[src/rtl/cpu_ctrl_pkg.sv]
// Shared encodings for the multi-cycle CPU control path: opcodes, FSM states,
// ALU operation codes and the bundle of datapath strobes.
package cpu_ctrl_pkg;

  localparam logic [3:0] OP_RALU  = 4'b0000;
  localparam logic [3:0] OP_SHIFT = 4'b0001;
  localparam logic [3:0] OP_ADDI  = 4'b0010;
  localparam logic [3:0] OP_ANDI  = 4'b0011;
  localparam logic [3:0] OP_LW    = 4'b0100;
  localparam logic [3:0] OP_SW    = 4'b0101;
  localparam logic [3:0] OP_BEQ   = 4'b0110;
  localparam logic [3:0] OP_HALT  = 4'b1111;

  localparam logic [1:0] ALU_ADD   = 2'b00;
  localparam logic [1:0] ALU_SUB   = 2'b01;
  localparam logic [1:0] ALU_FUNCT = 2'b10;
  localparam logic [1:0] ALU_AND   = 2'b11;

  typedef enum logic [2:0] {
    S_FETCH  = 3'd0,
    S_DECODE = 3'd1,
    S_EXEC   = 3'd2,
    S_MEM    = 3'd3,
    S_WB     = 3'd4,
    S_HALT   = 3'd5
  } state_t;

  typedef struct packed {
    logic       mem_req;
    logic       iord;
    logic       ir_write;
    logic       pc_write;
    logic       pc_src;
    logic       reg_dst;
    logic       reg_write;
    logic       mem_read;
    logic       mem_write;
    logic       mem_to_reg;
    logic       alu_src;
    logic       shift;
    logic [1:0] alu_op;
    logic       halted;
    logic       illegal;
  } ctrl_t;

  // Opcodes 0000..0110 are the ALU/memory/branch group; 1111 is HALT.
  function automatic logic op_legal(input logic [3:0] op);
    return (op <= OP_BEQ) || (op == OP_HALT);
  endfunction

endpackage

[src/rtl/mem_watchdog.sv]
// Counts cycles a memory request goes unanswered and flags expiry on the
// WAIT_MAX-th consecutive wait cycle.
module mem_watchdog #(
  parameter int WAIT_MAX = 16,
  parameter int CNT_W    = 8
) (
  input  logic clk,
  input  logic reset,
  input  logic clear,
  input  logic inc,
  output logic expire
);

  localparam logic [CNT_W-1:0] LIMIT = CNT_W'(WAIT_MAX - 1);

  logic [CNT_W-1:0] count;

  assign expire = inc && (count == LIMIT);

  always_ff @(posedge clk) begin
    if (reset) begin
      count <= '0;
    end else if (clear) begin
      count <= '0;
    end else if (inc) begin
      count <= count + 1'b1;
    end
  end

endmodule

[src/rtl/multicycle_sequencer.sv]
// Multi-cycle FETCH/DECODE/EXEC/MEM/WB control FSM driving the shared-memory,
// single-ALU datapath; outputs are Moore except the MemReady/Zero-qualified writes.
module multicycle_sequencer
  import cpu_ctrl_pkg::*;
#(
  parameter int WAIT_MAX = 16,
  parameter int CNT_W    = 8
) (
  input  logic             clk,
  input  logic             reset,
  input  logic [3:0]       opcode,
  input  logic             zero,
  input  logic             mem_ready,
  output logic             mem_req,
  output logic             iord,
  output logic             ir_write,
  output logic             pc_write,
  output logic             pc_src,
  output logic             reg_dst,
  output logic             reg_write,
  output logic             mem_read,
  output logic             mem_write,
  output logic             mem_to_reg,
  output logic             alu_src,
  output logic             shift,
  output logic [1:0]       alu_op,
  output logic             halted,
  output logic             fault,
  output logic             illegal,
  output logic [CNT_W-1:0] retired,
  output logic [2:0]       dbg_state
);

  // Memory handshake: an access is in flight while mem_req=1; it completes in
  // the cycle mem_ready=1. mem_ready with mem_req=0 has no effect.

  state_t           state, next_state;
  logic [3:0]       op_reg;
  logic [CNT_W-1:0] retired_q;
  logic             fault_q;
  logic             retire_inc;
  logic             expire;
  logic             wd_clear;
  ctrl_t            ctrl, ctrl_o;

  always_comb begin
    ctrl       = '0;
    next_state = state;
    retire_inc = 1'b0;
    case (state)
      S_FETCH: begin
        ctrl.mem_req  = 1'b1;
        ctrl.mem_read = 1'b1;
        ctrl.alu_src  = 1'b1;
        ctrl.alu_op   = ALU_ADD;
        if (expire) begin
          next_state = S_HALT;
        end else if (mem_ready) begin
          ctrl.ir_write = 1'b1;
          ctrl.pc_write = 1'b1;
          next_state    = S_DECODE;
        end
      end
      S_DECODE: begin
        if (opcode == OP_HALT) begin
          next_state = S_HALT;
        end else if (!op_legal(opcode)) begin
          ctrl.illegal = 1'b1;
          retire_inc   = 1'b1;
          next_state   = S_FETCH;
        end else begin
          next_state = S_EXEC;
        end
      end
      S_EXEC: begin
        next_state = S_WB;
        case (op_reg)
          OP_RALU:  ctrl.alu_op = ALU_FUNCT;
          OP_SHIFT: begin
            ctrl.alu_op = ALU_FUNCT;
            ctrl.shift  = 1'b1;
          end
          OP_ADDI:  ctrl.alu_src = 1'b1;
          OP_ANDI:  begin
            ctrl.alu_src = 1'b1;
            ctrl.alu_op  = ALU_AND;
          end
          OP_LW, OP_SW: begin
            ctrl.alu_src = 1'b1;
            next_state   = S_MEM;
          end
          OP_BEQ: begin
            ctrl.alu_op   = ALU_SUB;
            ctrl.pc_src   = 1'b1;
            ctrl.pc_write = zero;
            retire_inc    = 1'b1;
            next_state    = S_FETCH;
          end
          default: next_state = S_FETCH;
        endcase
      end
      S_MEM: begin
        // Strobes depend only on op_reg, so they stay stable across wait cycles.
        ctrl.mem_req   = 1'b1;
        ctrl.iord      = 1'b1;
        ctrl.mem_read  = (op_reg == OP_LW);
        ctrl.mem_write = (op_reg == OP_SW);
        if (expire) begin
          next_state = S_HALT;
        end else if (mem_ready) begin
          if (op_reg == OP_LW) begin
            next_state = S_WB;
          end else begin
            retire_inc = 1'b1;
            next_state = S_FETCH;
          end
        end
      end
      S_WB: begin
        ctrl.reg_write  = 1'b1;
        ctrl.reg_dst    = (op_reg == OP_RALU) || (op_reg == OP_SHIFT);
        ctrl.mem_to_reg = (op_reg == OP_LW);
        ctrl.shift      = (op_reg == OP_SHIFT);
        retire_inc      = 1'b1;
        next_state      = S_FETCH;
      end
      S_HALT: begin
        ctrl.halted = 1'b1;
      end
      default: next_state = S_FETCH;
    endcase
  end

  // Counter restarts when an access phase begins or an access completes.
  assign wd_clear = mem_ready ||
                    ((next_state != state) &&
                     ((next_state == S_FETCH) || (next_state == S_MEM)));

  mem_watchdog #(
    .WAIT_MAX (WAIT_MAX),
    .CNT_W    (CNT_W)
  ) u_watchdog (
    .clk    (clk),
    .reset  (reset),
    .clear  (wd_clear),
    .inc    (ctrl.mem_req && !mem_ready),
    .expire (expire)
  );

  always_ff @(posedge clk) begin
    if (reset) begin
      state     <= S_FETCH;
      op_reg    <= '0;
      retired_q <= '0;
      fault_q   <= 1'b0;
    end else begin
      state <= next_state;
      if (state == S_DECODE) op_reg <= opcode;
      if (retire_inc) retired_q <= retired_q + 1'b1;
      if (expire) fault_q <= 1'b1;
    end
  end

  // Reset forces every output low, including mid-access.
  assign ctrl_o     = reset ? '0 : ctrl;
  assign mem_req    = ctrl_o.mem_req;
  assign iord       = ctrl_o.iord;
  assign ir_write   = ctrl_o.ir_write;
  assign pc_write   = ctrl_o.pc_write;
  assign pc_src     = ctrl_o.pc_src;
  assign reg_dst    = ctrl_o.reg_dst;
  assign reg_write  = ctrl_o.reg_write;
  assign mem_read   = ctrl_o.mem_read;
  assign mem_write  = ctrl_o.mem_write;
  assign mem_to_reg = ctrl_o.mem_to_reg;
  assign alu_src    = ctrl_o.alu_src;
  assign shift      = ctrl_o.shift;
  assign alu_op     = ctrl_o.alu_op;
  assign halted     = ctrl_o.halted;
  assign illegal    = ctrl_o.illegal;
  assign fault      = fault_q && !reset;
  assign retired    = reset ? '0 : retired_q;
  assign dbg_state  = state;

endmodule

[config.mk]
export PLATFORM = sky130hd
export DESIGN_NAME = multicycle_sequencer
export DESIGN_NICKNAME = d
export VERILOG_FILES = /design/src/rtl/cpu_ctrl_pkg.sv /design/src/rtl/mem_watchdog.sv /design/src/rtl/multicycle_sequencer.sv
export SDC_FILE = /design/constraint.sdc
export NUM_CORES = 1
export LEC_CHECK = 0
export ABC_CLOCK_PERIOD_IN_PS = 1900
export CAP_MARGIN = 0
export CORE_UTILIZATION = 40
export DETAILED_ROUTE_END_ITERATION = 8
export DONT_BUFFER_PORTS = 1
export PLACE_DENSITY_LB_ADDON = 0.08
export SETUP_SLACK_MARGIN = 0.02
export SYNTH_ARGS = -nofsm -noshare
export SYNTH_HDL_FRONTEND = slang
export SYNTH_SLANG_ARGS = --single-unit
[constraint.sdc]
create_clock -name clk -period 1.9 [get_ports clk]
set_input_delay 0.38 -clock clk [delete_from_list [all_inputs] [get_ports clk]]
set_output_delay 0.38 -clock clk [all_outputs]
set_load 0.005 [all_outputs]
==> results of run 1 <==
==> final cells by class <==
type,instances,area (sq um)
clock buffer,4,55.1
fill,382,1840
inverter,1,3.75
multi-input combinational,151,1140
sequential,24,487
tap,48,60.1
timing repair buffer,19,155
==> critical path, cell delays in order, from the launching register on <==
cell,delay (ps)
dfxtp_1,320
or4b_4,550
a2111oi_4,310
buf_4,160
==> what timing repair did <==
action	4_1_cts	5_1_grt
hold endpoints to repair	0	0
resized for setup	9	13
endpoints found under the setup margin	16	18
buffers inserted	1	0
pin swaps	2	5
==> synthesized netlist by cell type, drive strengths merged, types with 4 or more instances <==
| master | instances |
|---|---|
| a21oi | 5 |
| and2 | 4 |
| and3 | 6 |
| buf | 7 |
| clkbuf | 4 |
| dfxtp | 24 |
| mux2 | 6 |
| nand2 | 13 |
| nand2b | 5 |
| nand3 | 7 |
| nand4 | 7 |
| nor2 | 26 |
| nor2b | 13 |
| nor3 | 8 |
| nor3b | 5 |
| nor4b | 4 |
| o21ai | 5 |
| xnor2 | 6 |
| xor2 | 8 |
==> through the flow <==
step	hold WS (ps)	area [sq um]	std cells	power, W	TNS (ps)
3_3_place_gp	449	1730	242	0.000761	0
3_5_place_dp	452	1730	242	0.000767	-22.4
2_1_floorplan	429	1590	187	0.000707	0
5_1_grt	163	1900	247	0.00120	-467
6_report	178	1900	247	0.00114	-127
4_1_cts	162	1840	247	0.00114	-79.3
==> where the power goes <==
| group | switching [W] | leakage (nW) | internal [W] |
|---|---|---|---|
| clock | 0.000172 | 0.0288 | 0.000185 |
| sequential | 0.0000212 | 0.196 | 0.000518 |
| combinational | 0.000130 | 0.461 | 0.000116 |
==> logic make-up after synthesis <==
logic type | Yosys count | share of synthesized area [%]
compound gates | 22 | 11.2
xor+xnor | 14 | 7.69
fa+ha+maj | 2 | 1.57
buf+inv | 12 | 4.55
flops | 24 | 30.1
mux | 9 | 6.83
simple gates | 104 | 38.0
==> path summary, 6_finish.rpt <==
check	endpoint	slack, ps	cells past startpoint
setup / recovery	mem_read	-90	3
hold / removal	dbg_state[1]	180	1
setup reg to reg	retired_q[6]	-30	5
hold reg to reg	fault_q	480	2
==> cells in the final DEF (no fill, tap or decap), drive strengths merged, types with 2 or more instances in the layout <==
master / Yosys / final
xor2: 8 / 8
o21ai: 5 / 5
a32oi: 2 / 2
nor2: 26 / 26
nor4b: 4 / 4
and3: 6 / 6
nand2b: 5 / 5
dfxtp: 24 / 24
nor2b: 13 / 13
nand3: 7 / 7
clkbuf: 4 / 4
nand4: 7 / 7
mux2: 6 / 6
ha: 2 / 2
o2111ai: 2 / 2
nor3: 8 / 8
a21oi: 5 / 5
nor4: 3 / 3
and2: 4 / 4
mux2i: 3 / 3
nand2: 13 / 13
nor3b: 5 / 5
buf: 7 / 19
xnor2: 6 / 6
==> per-layer routing <==
metal	vias up	wire [um]
met4	0	19
met3	2	171
met5	-	0
met2	34	1760
li1	690	-
met1	652	1800
==> qor.yml, run 1 <==
timing:
  worstMarginPinSlew_ps: 465
  rsz0062_at_grt: "true"
  hold_viol: 0
  fmax_mhz: 502
  period_share_pct: 105
  skew_ps: 2.93
  maxSlewHeadroom_pct: 68.8
  maxSlewViolCount: 0
  setup_viol: 2
  setup_ws_ps: -93.7
  period_minus_slack_ps: 1990
floorplan:
  die_h_um: 65.1
  initial_core_util_pct: 42.6
  io_pins: 36
  num_rows: 22
  die_width_um: 65.1
  die_area_sq_um: 4240
  core-area_sq_um: 3740
clock_network:
  h-tree-depth: 1
  cts_root_buf: "clkbuf_8"
  numCtsBuffers: 3
  cts.path.max_buffers: 2
  clk_pin_slew_ps: 90
  ctsHoldBuffers: 0
  cts_tree: "built"
  clock_latency_ps: 270
  cts_sinks: 24
setup_path:
  crit_path_start: "op_reg[1]"
  cp-start-kind: "flip-flop"
  end_kind: "output port"
  critical_path_class: "flip-flop to output port"
  cp_max_fo: 2
  worstPathRequired_ps: 1520
  r2r_start: "dbg_state[1]"
  crit_arrival_ps: 1610
route:
  drt_iter0_drc: 50
  drcViolationCount: 0
  post_drt_wl_per_cell_um: 15.2
  via_per_inst: 5.58
  wl_um: 3750
  antenna_left: 0
  firstDrtPassIters: 4
  num_vias: 1378
power_and_ir_drop:
  ir_drop_uv: 311
  power_density_nw_per_um2: 601
  cellLeakagePower_nw: 0.685
synth:
  synth_area_leaders: "dfxtp_1, nor2_1, nor2b_1"
  avgSynthCellArea_sq_um: 8.52
  synth_seq_area_share_pct: 30.1
  ys_seq_elements: 24
  synth_top_area_share_pct: 30.1
  synth_area_leader_cell: "dfxtp_1"
  synthCells: 187
  async_reset_ff_share_pct: 0
  synth-edff-count: 0
  synth_cell_types: 47
  syn_nets: 197
  synth_flop_cell: "dfxtp_1"
  synth_area_sq_um: 1590
  yosysWarnings: 0
final_layout:
  fin_util_pct: 50.8
  drive_gt1_share_pct: 27.6
  nets: 210
  diodes: 0
  areaGrowthSynthToFinish_pct: 19.2
min_path:
  worstHoldStart: "reset"
  min_path_type: "primary input to flip-flop"
grt:
  grt_pass1_vias: 1340
  met3_usage_pct: 3.82
  grt_max_degree: 36
  antenna_found_initial: 0
  grtUsageMet1_pct: 24.0
  grt-busiest-layer: "met2"
  global_route.usage.met2_pct: 33.1
  grt_first_pass_wirelength_um: 6290
  grt-ovfl-total: 0
  gr-usage-all-layers_pct: 18.9
run_status:
  status: "complete, but fails checks"
  violations: "negative setup slack"
place:
  hpwl_um: 2750
  preCtsSetupSlack_ps: -15.0
  io_buffers: 0
  gp_congestion: 0.898
flow_run:
  max_cap_viol_count: 0
Note: power is estimated with default switching activity, not from simulation.
==> inputs of run 2 (changes only) <==
- GPL_TIMING_DRIVEN: not set -> 0
==> run 2 against run 1 <==
The run still ends with negative setup slack left. Final cell count unchanged. Worst hold slack better by 52 ps. Count of clock-buffer cells in the layout down 1. Sequential share of layout area shrank 0.44 points. Register-to-register slack better by 20 ps. Highest routed layer unchanged.
==> qor.yml, run 2 (same netlist as run 1, synthesis figures left out) <==
run_status:
  status: "complete, but fails checks"
  violations: "negative setup slack"
route:
  drt_iter0_drc: 54  # +8.0%
  drcViolationCount: 0  # unchanged
  firstDrtPassIters: 4  # unchanged
  post_drt_wl_per_cell_um: 16.6  # +9.4%
  wl_um: 4100  # +9.4%
  antenna_left: 0  # unchanged
  num_vias: 1431  # +3.8%
  via_per_inst: 5.79  # +3.8%
final_layout:
  areaGrowthSynthToFinish_pct: 25.0
  diodes: 0  # unchanged
  fillers: 379  # -0.79%
  nets: 210  # unchanged
  layout_common_cells: "nor2_1, dfxtp_1, nor2b_1"
  stdcell_count: 247  # unchanged
  final_common_cell: "nor2_1"
  drive_gt1_share_pct: 28.1  # +0.50 points
setup_path:
  critical_path_class: "flip-flop to output port"
  end_kind: "output port"
  cp-start-kind: "flip-flop"
  crit_chain: "or4b_4 -> a2111oi_4"
  worstPathRequired_ps: 1520  # about the same
  regToRegSetupSlack_ps: -10  # +20 ps
  cp_slowest_cell: "or4b_4"
  max_stage_delay_ps: 570  # +20 ps
  crit_arrival_ps: 1540  # -70 ps
  cp_max_fo: 2  # unchanged
place:
  gp_congestion: 0.906  # +0.94%
  dp_cells: 235  # -2.9%
  hpwl_um: 2830  # +3.0%
  io_buffers: 0  # unchanged
  preCtsSetupSlack_ps: -114  # -98.8 ps
floorplan:
  initial_core_util_pct: 42.6  # unchanged
  die_h_um: 65.1  # unchanged
  io_pins: 36  # unchanged
  core-area_sq_um: 3740  # unchanged
  num_rows: 22  # unchanged
  die_width_um: 65.1  # unchanged
  die_area_sq_um: 4240  # unchanged
timing:
  maxSlewHeadroom_pct: 62.4  # -6.4 points
  maxSlewViolCount: 0  # unchanged
  setup_viol: 2  # unchanged
  fmax_mhz: 522  # +4.1%
  period_share_pct: 101  # -4.1 points
  skew_ps: 0.980  # -1.95 ps
  period_minus_slack_ps: 1920  # -78.4 ps
  worstMarginPinSlew_ps: 563  # +98.3 ps
  setup_ws_ps: -15.3  # +78.4 ps
  rsz0062_at_grt: "true"
  hold_viol: 0  # unchanged
grt:
  grt-busiest-layer: "met2"
  met3_usage_pct: 2.78  # -1.0 points
  gr-usage-all-layers_pct: 19.8  # +0.82 points
  grtUsageMet1_pct: 24.6  # +0.67 points
  grt-ovfl-total: 0  # unchanged
  antenna_found_initial: 0  # unchanged
  grt_first_pass_wirelength_um: 6500  # +3.4%
  grt_pass1_vias: 1356  # +1.2%
  grt_max_degree: 15  # -58%
  global_route.usage.met2_pct: 35.5  # +2.5 points
clock_network:
  clk_pin_slew_ps: 80  # about the same
  h-tree-depth: 1  # unchanged
  clock_latency_ps: 270  # about the same
  cts_sinks: 24  # unchanged
  numCtsBuffers: 3  # unchanged
  cts_tree: "built"
  cts_root_buf: "clkbuf_8"
  cts.path.max_buffers: 2  # unchanged
power_and_ir_drop:
  power_density_nw_per_um2: 631  # +4.9%
  ir_drop_uv: 259  # -17%
  total_power_w: 0.00126  # +10%
  cellLeakagePower_nw: 0.714  # +4.2%
flow_run:
  max_cap_viol_count: 0  # unchanged
min_path:
  min_path_type: "primary input to flip-flop"
run 2: power by group:
group          internal (W)  leakage [nW]  switching (W)
clock              0.000282        0.0357       0.000164
combinational      0.000119         0.479       0.000150
sequential         0.000516         0.199      0.0000255
run 2: through the flow:
| step | setup TNS, ps | instance area [sq um] | utilization, % | hold WS [ps] |
|---|---|---|---|---|
| final | -27.2 | 1990 | 53.2 | 230 |
| after global routing | -203 | 1990 | 53.2 | 225 |
| after floorplan | 0 | 1590 | - | 429 |
| after global placement | -231 | 1650 | 44.2 | 447 |
| after CTS | 0 | 1870 | 50.1 | 234 |
| after detailed placement | -354 | 1650 | 44.2 | 454 |
run 2: final cells by class:
class                   count  area, sq um  share of cell area, %
multi-input cells         151         1200                   60.0
flip-flops and latches     24          502                   25.2
plain buffers              10         88.8                   4.46
repair buffers              9         71.3                   3.58
well taps                  48         60.1                   3.01
clock buffers               3         41.3                   2.07
clock inverters             1         30.0                   1.51
inverters                   1         3.75                  0.188
run 2: routing by layer:
| metal | up-vias | routed length, um | part of all wire [%] |
|---|---|---|---|
| met5 | - | 0 | 0 |
| met4 | 0 | 25 | 0.61 |
| met3 | 3 | 190 | 4.6 |
| met2 | 38 | 2120 | 52 |
| met1 | 696 | 1770 | 43 |
| li1 | 694 | - | - |
run 2: critical path, delay by kind of cell (launching register included):
kind | cells | cell delay [ps]
compound gates | 1 | 350
flops | 1 | 350
simple gates | 1 | 570
run 2: timing repair:
item	in CTS	in global routing
hold buffers	0	0
resized for setup	27	25
cloned	0	1
pin swaps	6	9
buffers inserted	6	2
setup endpoints to repair	24	27
hold endpoints to repair	0	0
run 2: final timing paths:
check,startpoint,to,depth (start not counted)
setup / recovery,op_reg[3],mem_read,2
hold / removal,opcode[2],op_reg[2],2
hold reg to reg,fault_q,fault_q,2
setup reg to reg,dbg_state[0],retired_q[6],6
